[config.mk]
export PLATFORM = sky130hd
export DESIGN_NAME = mbyte_add_seq
export DESIGN_NICKNAME = d
export VERILOG_FILES = /design/src/rtl/mbyte_add_seq.sv
export SDC_FILE = /design/constraint.sdc
export NUM_CORES = 1
export LEC_CHECK = 0
export ABC_AREA = 0
export CAP_MARGIN = 20
export CELL_PAD_IN_SITES_DETAIL_PLACEMENT = 0
export CELL_PAD_IN_SITES_GLOBAL_PLACEMENT = 1
export CORE_ASPECT_RATIO = 1.2
export CORE_MARGIN = 3
export CORE_UTILIZATION = 42
export CTS_BUF_LIST = sky130_fd_sc_hd__clkbuf_4 sky130_fd_sc_hd__clkbuf_8
export CTS_CLUSTER_DIAMETER = 200
export DETAILED_ROUTE_END_ITERATION = 16
export GPL_ROUTABILITY_DRIVEN = 0
export PLACE_DENSITY = 0.95
export SYNTH_ARGS = -nofsm -noshare
export SYNTH_HDL_FRONTEND = slang
export SYNTH_SLANG_ARGS = --single-unit
[constraint.sdc]
create_clock -name clk -period 3.45 [get_ports clk]
set_input_delay 0.69 -clock clk [delete_from_list [all_inputs] [get_ports clk]]
set_output_delay 0.69 -clock clk [all_outputs]
set_load 0.05 [all_outputs]
[src/rtl/mbyte_add_seq.sv]
// mbyte_add_seq: sequences an (8*NBYTES)-bit addition over an external 8-bit
// ripple-carry adder, one byte per cycle, least-significant byte first. The
// carry between bytes is held in carry_reg. Operands arrive on a valid/ready
// handshake, and the wide result leaves on a second valid/ready handshake.
module mbyte_add_seq #(
    parameter int unsigned NBYTES = 4
) (
    input  logic                  clk,
    input  logic                  rst_n,
    input  logic                  in_valid,
    output logic                  in_ready,
    input  logic [8*NBYTES-1:0]   in_a,
    input  logic [8*NBYTES-1:0]   in_b,
    input  logic                  in_cin,
    output logic                  out_valid,
    input  logic                  out_ready,
    output logic [8*NBYTES-1:0]   out_sum,
    output logic                  out_cout,
    output logic [7:0]            add_a,
    output logic [7:0]            add_b,
    output logic                  add_cin,
    input  logic [7:0]            add_sum,
    input  logic                  add_cout
);

    localparam int unsigned W  = 8 * NBYTES;
    localparam int unsigned IW = (NBYTES > 1) ? $clog2(NBYTES) : 1;
    localparam logic [IW-1:0] LAST = IW'(NBYTES - 1);

    typedef enum logic [1:0] {
        IDLE = 2'd0,
        RUN  = 2'd1,
        DONE = 2'd2
    } state_t;

    state_t        state;
    state_t        state_nxt;

    logic [W-1:0]  a_reg;
    logic [W-1:0]  b_reg;
    logic [W-1:0]  sum_reg;
    logic [W-1:0]  sum_merge;
    logic          cin_reg;
    logic          carry_reg;
    logic [IW-1:0] idx;

    logic          accept;
    logic          running;
    logic [7:0]    a_byte;
    logic [7:0]    b_byte;

    // State register; reset aborts any operation in flight.
    always_ff @(posedge clk or negedge rst_n) begin
        if (!rst_n) begin
            state <= IDLE;
        end else begin
            state <= state_nxt;
        end
    end

    // Next-state and handshake decode; handshake outputs depend on state only.
    always_comb begin
        state_nxt = state;
        in_ready  = 1'b0;
        out_valid = 1'b0;
        accept    = 1'b0;
        running   = 1'b0;
        unique case (state)
            IDLE: begin
                in_ready = 1'b1;
                if (in_valid) begin
                    accept    = 1'b1;
                    state_nxt = RUN;
                end
            end
            RUN: begin
                running = 1'b1;
                if (idx == LAST) begin
                    state_nxt = DONE;
                end
            end
            DONE: begin
                out_valid = 1'b1;
                if (out_ready) begin
                    state_nxt = IDLE;
                end
            end
            default: begin
                state_nxt = IDLE;
            end
        endcase
    end

    // Select the operand bytes addressed by idx.
    always_comb begin
        a_byte = '0;
        b_byte = '0;
        for (int unsigned i = 0; i < NBYTES; i++) begin
            if (idx == IW'(i)) begin
                a_byte = a_reg[8*i +: 8];
                b_byte = b_reg[8*i +: 8];
            end
        end
    end

    // Merge the adder's byte result into the running sum at position idx.
    always_comb begin
        sum_merge = sum_reg;
        for (int unsigned i = 0; i < NBYTES; i++) begin
            if (idx == IW'(i)) begin
                sum_merge[8*i +: 8] = add_sum;
            end
        end
    end

    // Adder drive: quiet outside RUN; byte 0 takes the latched carry-in.
    always_comb begin
        add_a   = '0;
        add_b   = '0;
        add_cin = 1'b0;
        if (running) begin
            add_a   = a_byte;
            add_b   = b_byte;
            add_cin = (idx == '0) ? cin_reg : carry_reg;
        end
    end

    // Operand capture at accept, then one byte result and carry per RUN cycle.
    always_ff @(posedge clk or negedge rst_n) begin
        if (!rst_n) begin
            a_reg     <= '0;
            b_reg     <= '0;
            cin_reg   <= 1'b0;
            sum_reg   <= '0;
            carry_reg <= 1'b0;
            idx       <= '0;
        end else if (accept) begin
            a_reg   <= in_a;
            b_reg   <= in_b;
            cin_reg <= in_cin;
            idx     <= '0;
        end else if (running) begin
            sum_reg   <= sum_merge;
            carry_reg <= add_cout;
            if (idx != LAST) begin
                idx <= idx + 1'b1;
            end
        end
    end

    assign out_sum  = sum_reg;
    assign out_cout = carry_reg;

endmodule
==> impl_metrics.toml <==
[job]
cap_violations = 0

[critical_path]
crit_type = "reg2out"
crit_required_ns = 2.76
cp-start-kind = "flop"
reg_to_reg_endpoint = "out_sum[26]$_DFFE_PN0P_"
timing.rr.start = "state[1]$_DFFE_PN0P_"
reg2reg_depth = 4
cp_max_fo = 9
r2r_slack_ns = 1.41
worst_setup_path_end_kind = "primary output"
startpoint = "idx[0]$_DFFE_PN0P_"
data_arrival_time_of_the_critical_path_ns = 2.54
endpoint = "add_b[5]"

[drt]
detailedRoute.firstIterationViolations = 102
drc_violation_count_after_routing = 0
via_density_per_instance = 5.31
routed_length_per_instance_um = 19.1
via_count = 2944
routed_wirelength_um = 10600
detail_route.first_pass.iterations = 4
count_of_nets_left_with_antenna_violations_after_detail_routing = 0

[cts]
cts_hold_buf = 0
cts.sink_count = 102
cts_max_path_buffers = 2
tritoncts_clock_tree = "done"
cts_buffers = 9
worstSkewPairLatency_ns = 0.36
clk_pin_slew_ns = 0.10
cts_root_buffer = "sky130_fd_sc_hd__clkbuf_8"
htree_levels = 3

[yosys]
netlist_instances = 294
async_flop_share = 1.00
cell_with_the_most_instances_after_synthesis = "sky130_fd_sc_hd__dfrtp_1"
synth.distinct_cells = 21
ys_ff_latch = 102
synth_area_leaders = "sky130_fd_sc_hd__dfrtp_1 58%, sky130_fd_sc_hd__mux2_2 20%, sky130_fd_sc_hd__mux2_4 6.5%, sky130_fd_sc_hd__a221oi_1 3.2%, sky130_fd_sc_hd__o2bb2ai_1 3.2%"
synth_largest_area_cell = "sky130_fd_sc_hd__dfrtp_1"
number_of_enable_type_register_cells_in_the_synthesized_netlist = 0
synth.cell_area_sq_um = 4400
synth.top_cell.area_share = 0.580
synth-main-ff-cell = "sky130_fd_sc_hd__dfrtp_1"
synth_nets = 376
synth_sequential_area_ratio = 0.580
avgSynthCellArea_sq_um = 15.0
ys_warn_count = 0
post_synth_most_frequent_cells = "102 x sky130_fd_sc_hd__dfrtp_1, 79 x sky130_fd_sc_hd__mux2_2, 19 x sky130_fd_sc_hd__mux2_4"

[die]
die_width_um = 99.5
floorplan.die_area_sq_um = 11800
floorplan.core_area_sq_um = 10100
row_count = 40
dieHeight_um = 118
design.portCount = 130
initial_core_util = 0.436

[sta]
fin_crit_ns = 3.23
final.period_utilization = 0.935
postLayoutSetupSlackWorst_ns = 0.224
worst_slew_margin_relative_to_its_limit = 0.513
hold_viol_final = 0
final_max_slew_viol_count = 0
skew_ns = 0.00883
max_slew.worst_pin.slew_ns = 0.731
rsz0062_at_grt = "no"
setup_total_negative_slack_ns = 0
hold-worst-slack_ns = 0.379
setup_viol_count_final = 0
clock.fmax_mhz = 310

[place]
minimum_setup_slack_after_placement_ns = 0.481
count_of_buffers_from_port_buffering = 129
hpwl_um = 7580
place.detailed.instances = 538

[layout]
drive_gt1_frac = 0.334
antenna_cells_inserted = 0
synthToLayoutAreaGrowth_pct = 40.0
fill_cells = 789
final_standard_cell_count_with_taps_included_and_fillers_excluded = 554
final_nets = 505

[power]
finalPower_w = 0.00725
power_per_cell_area_nw_per_um2 = 1180
p_leak_nw = 2.53
vdd_ir_drop_max_uv = 652

[status]
status = "finished clean"

[grt]
grt_pass1_vias = 3289
globalRouteOverflowTotal = 0
grt_start_max_net_pins = 58
global_route.usage.total = 0.189
grt_antenna_before_repair = 0
grt_pass1_wl_um = 17500

[min_path]
hold_path.class = "in2async"
-- what timing repair did --
item,in CTS,in global routing
setup endpoints to repair,0,16
buffers inserted,0,0
hold endpoints to repair,0,0
gates resized for setup,0,1
-- metal layers --
metal	vias up	GRT usage	share of wire
met2	113	0.302	0.48
met5	-	0	0
met4	0	0.0538	0.011
met3	14	0.0714	0.082
met1	1478	0.240	0.42
li1	1339	-	-
-- metrics by stage --
| stage | instance area (sq um) | utilization |
|---|---|---|
| finish | 6160 | 0.610 |
| global route | 6160 | 0.610 |
| CTS | 6160 | 0.609 |
| detailed placement | 5960 | 0.589 |
| global placement | 5960 | 0.589 |
| floorplan | 4400 | - |
-- worst min-delay path by stage --
stage,from,end,slack [ns],cells after the start
floorplan,rst_n,a_reg[0]$_DFFE_PN0P_,0.39,0
global placement,a_reg[16]$_DFFE_PN0P_,a_reg[16]$_DFFE_PN0P_,0.48,1
detailed placement,b_reg[16]$_DFFE_PN0P_,b_reg[16]$_DFFE_PN0P_,0.49,1
CTS,rst_n,out_sum[14]$_DFFE_PN0P_,0.39,1
global route,rst_n,b_reg[19]$_DFFE_PN0P_,0.40,1
finish,rst_n,b_reg[19]$_DFFE_PN0P_,0.38,1
-- cells by family (layout without fill, tap and decap cells) --
family                     count (synthesis)  count (layout)  synth area share
DFF                                      102             102             0.580
muxes                                    100             100             0.271
AOI/OAI and AO/OA                         49              49            0.0835
buffers and inverters                     23             157            0.0327
and+or+nand+nor                           15              15            0.0193
adders and majority gates                  4               4            0.0114
xor gates and xnor gates                   1               1           0.00199
-- power breakdown --
group / total (W) / internal [W] / leakage, nW / switching [W]
Clock: 0.000766 / 0.000344 / 0.0940 / 0.000422
Sequential: 0.00215 / 0.00181 / 1.20 / 0.000337
Combinational: 0.00433 / 0.00196 / 1.24 / 0.00237
-- cells in the final DEF, fill, tap and decap left out, types with 2 or more instances in the layout --
cell type	n
sky130_fd_sc_hd__dfrtp_1	102
sky130_fd_sc_hd__mux2i_1	2
sky130_fd_sc_hd__clkinvlp_4	3
sky130_fd_sc_hd__clkdlybuf4s50_1	112
sky130_fd_sc_hd__mux2_2	79
sky130_fd_sc_hd__nor2b_1	5
sky130_fd_sc_hd__mux2_4	19
sky130_fd_sc_hd__clkbuf_8	9
sky130_fd_sc_hd__buf_4	8
sky130_fd_sc_hd__ha_1	3
sky130_fd_sc_hd__nand2_1	3
sky130_fd_sc_hd__a221oi_1	16
sky130_fd_sc_hd__o21ai_0	16
sky130_fd_sc_hd__buf_12	17
sky130_fd_sc_hd__nor2_1	3
sky130_fd_sc_hd__inv_1	4
sky130_fd_sc_hd__o2bb2ai_1	16
-- final cells by class --
| type | count | area (sq um) | area share |
|---|---|---|---|
| Multi-Input combinational cell | 169 | 1710 | 0.278 |
| Clock buffer | 9 | 124 | 0.0201 |
| Inverter | 4 | 15.0 | 0.00244 |
| Sequential cell | 102 | 2550 | 0.414 |
| Clock inverter | 7 | 81.3 | 0.0132 |
| Tap cell | 126 | 158 | 0.0256 |
| Timing Repair Buffer | 137 | 1520 | 0.247 |
-- worst max-delay path, stage by stage, from the launching register on --
cell                        delay (ns)
sky130_fd_sc_hd__dfrtp_1          0.44
sky130_fd_sc_hd__inv_1            0.11
sky130_fd_sc_hd__ha_1             0.24
sky130_fd_sc_hd__nor2b_1          0.52
sky130_fd_sc_hd__buf_4            0.29
sky130_fd_sc_hd__a221oi_1         0.11
sky130_fd_sc_hd__o2bb2ai_1        0.29
sky130_fd_sc_hd__buf_12           0.18
No activity file was read; power rests on OpenSTA's default activity.
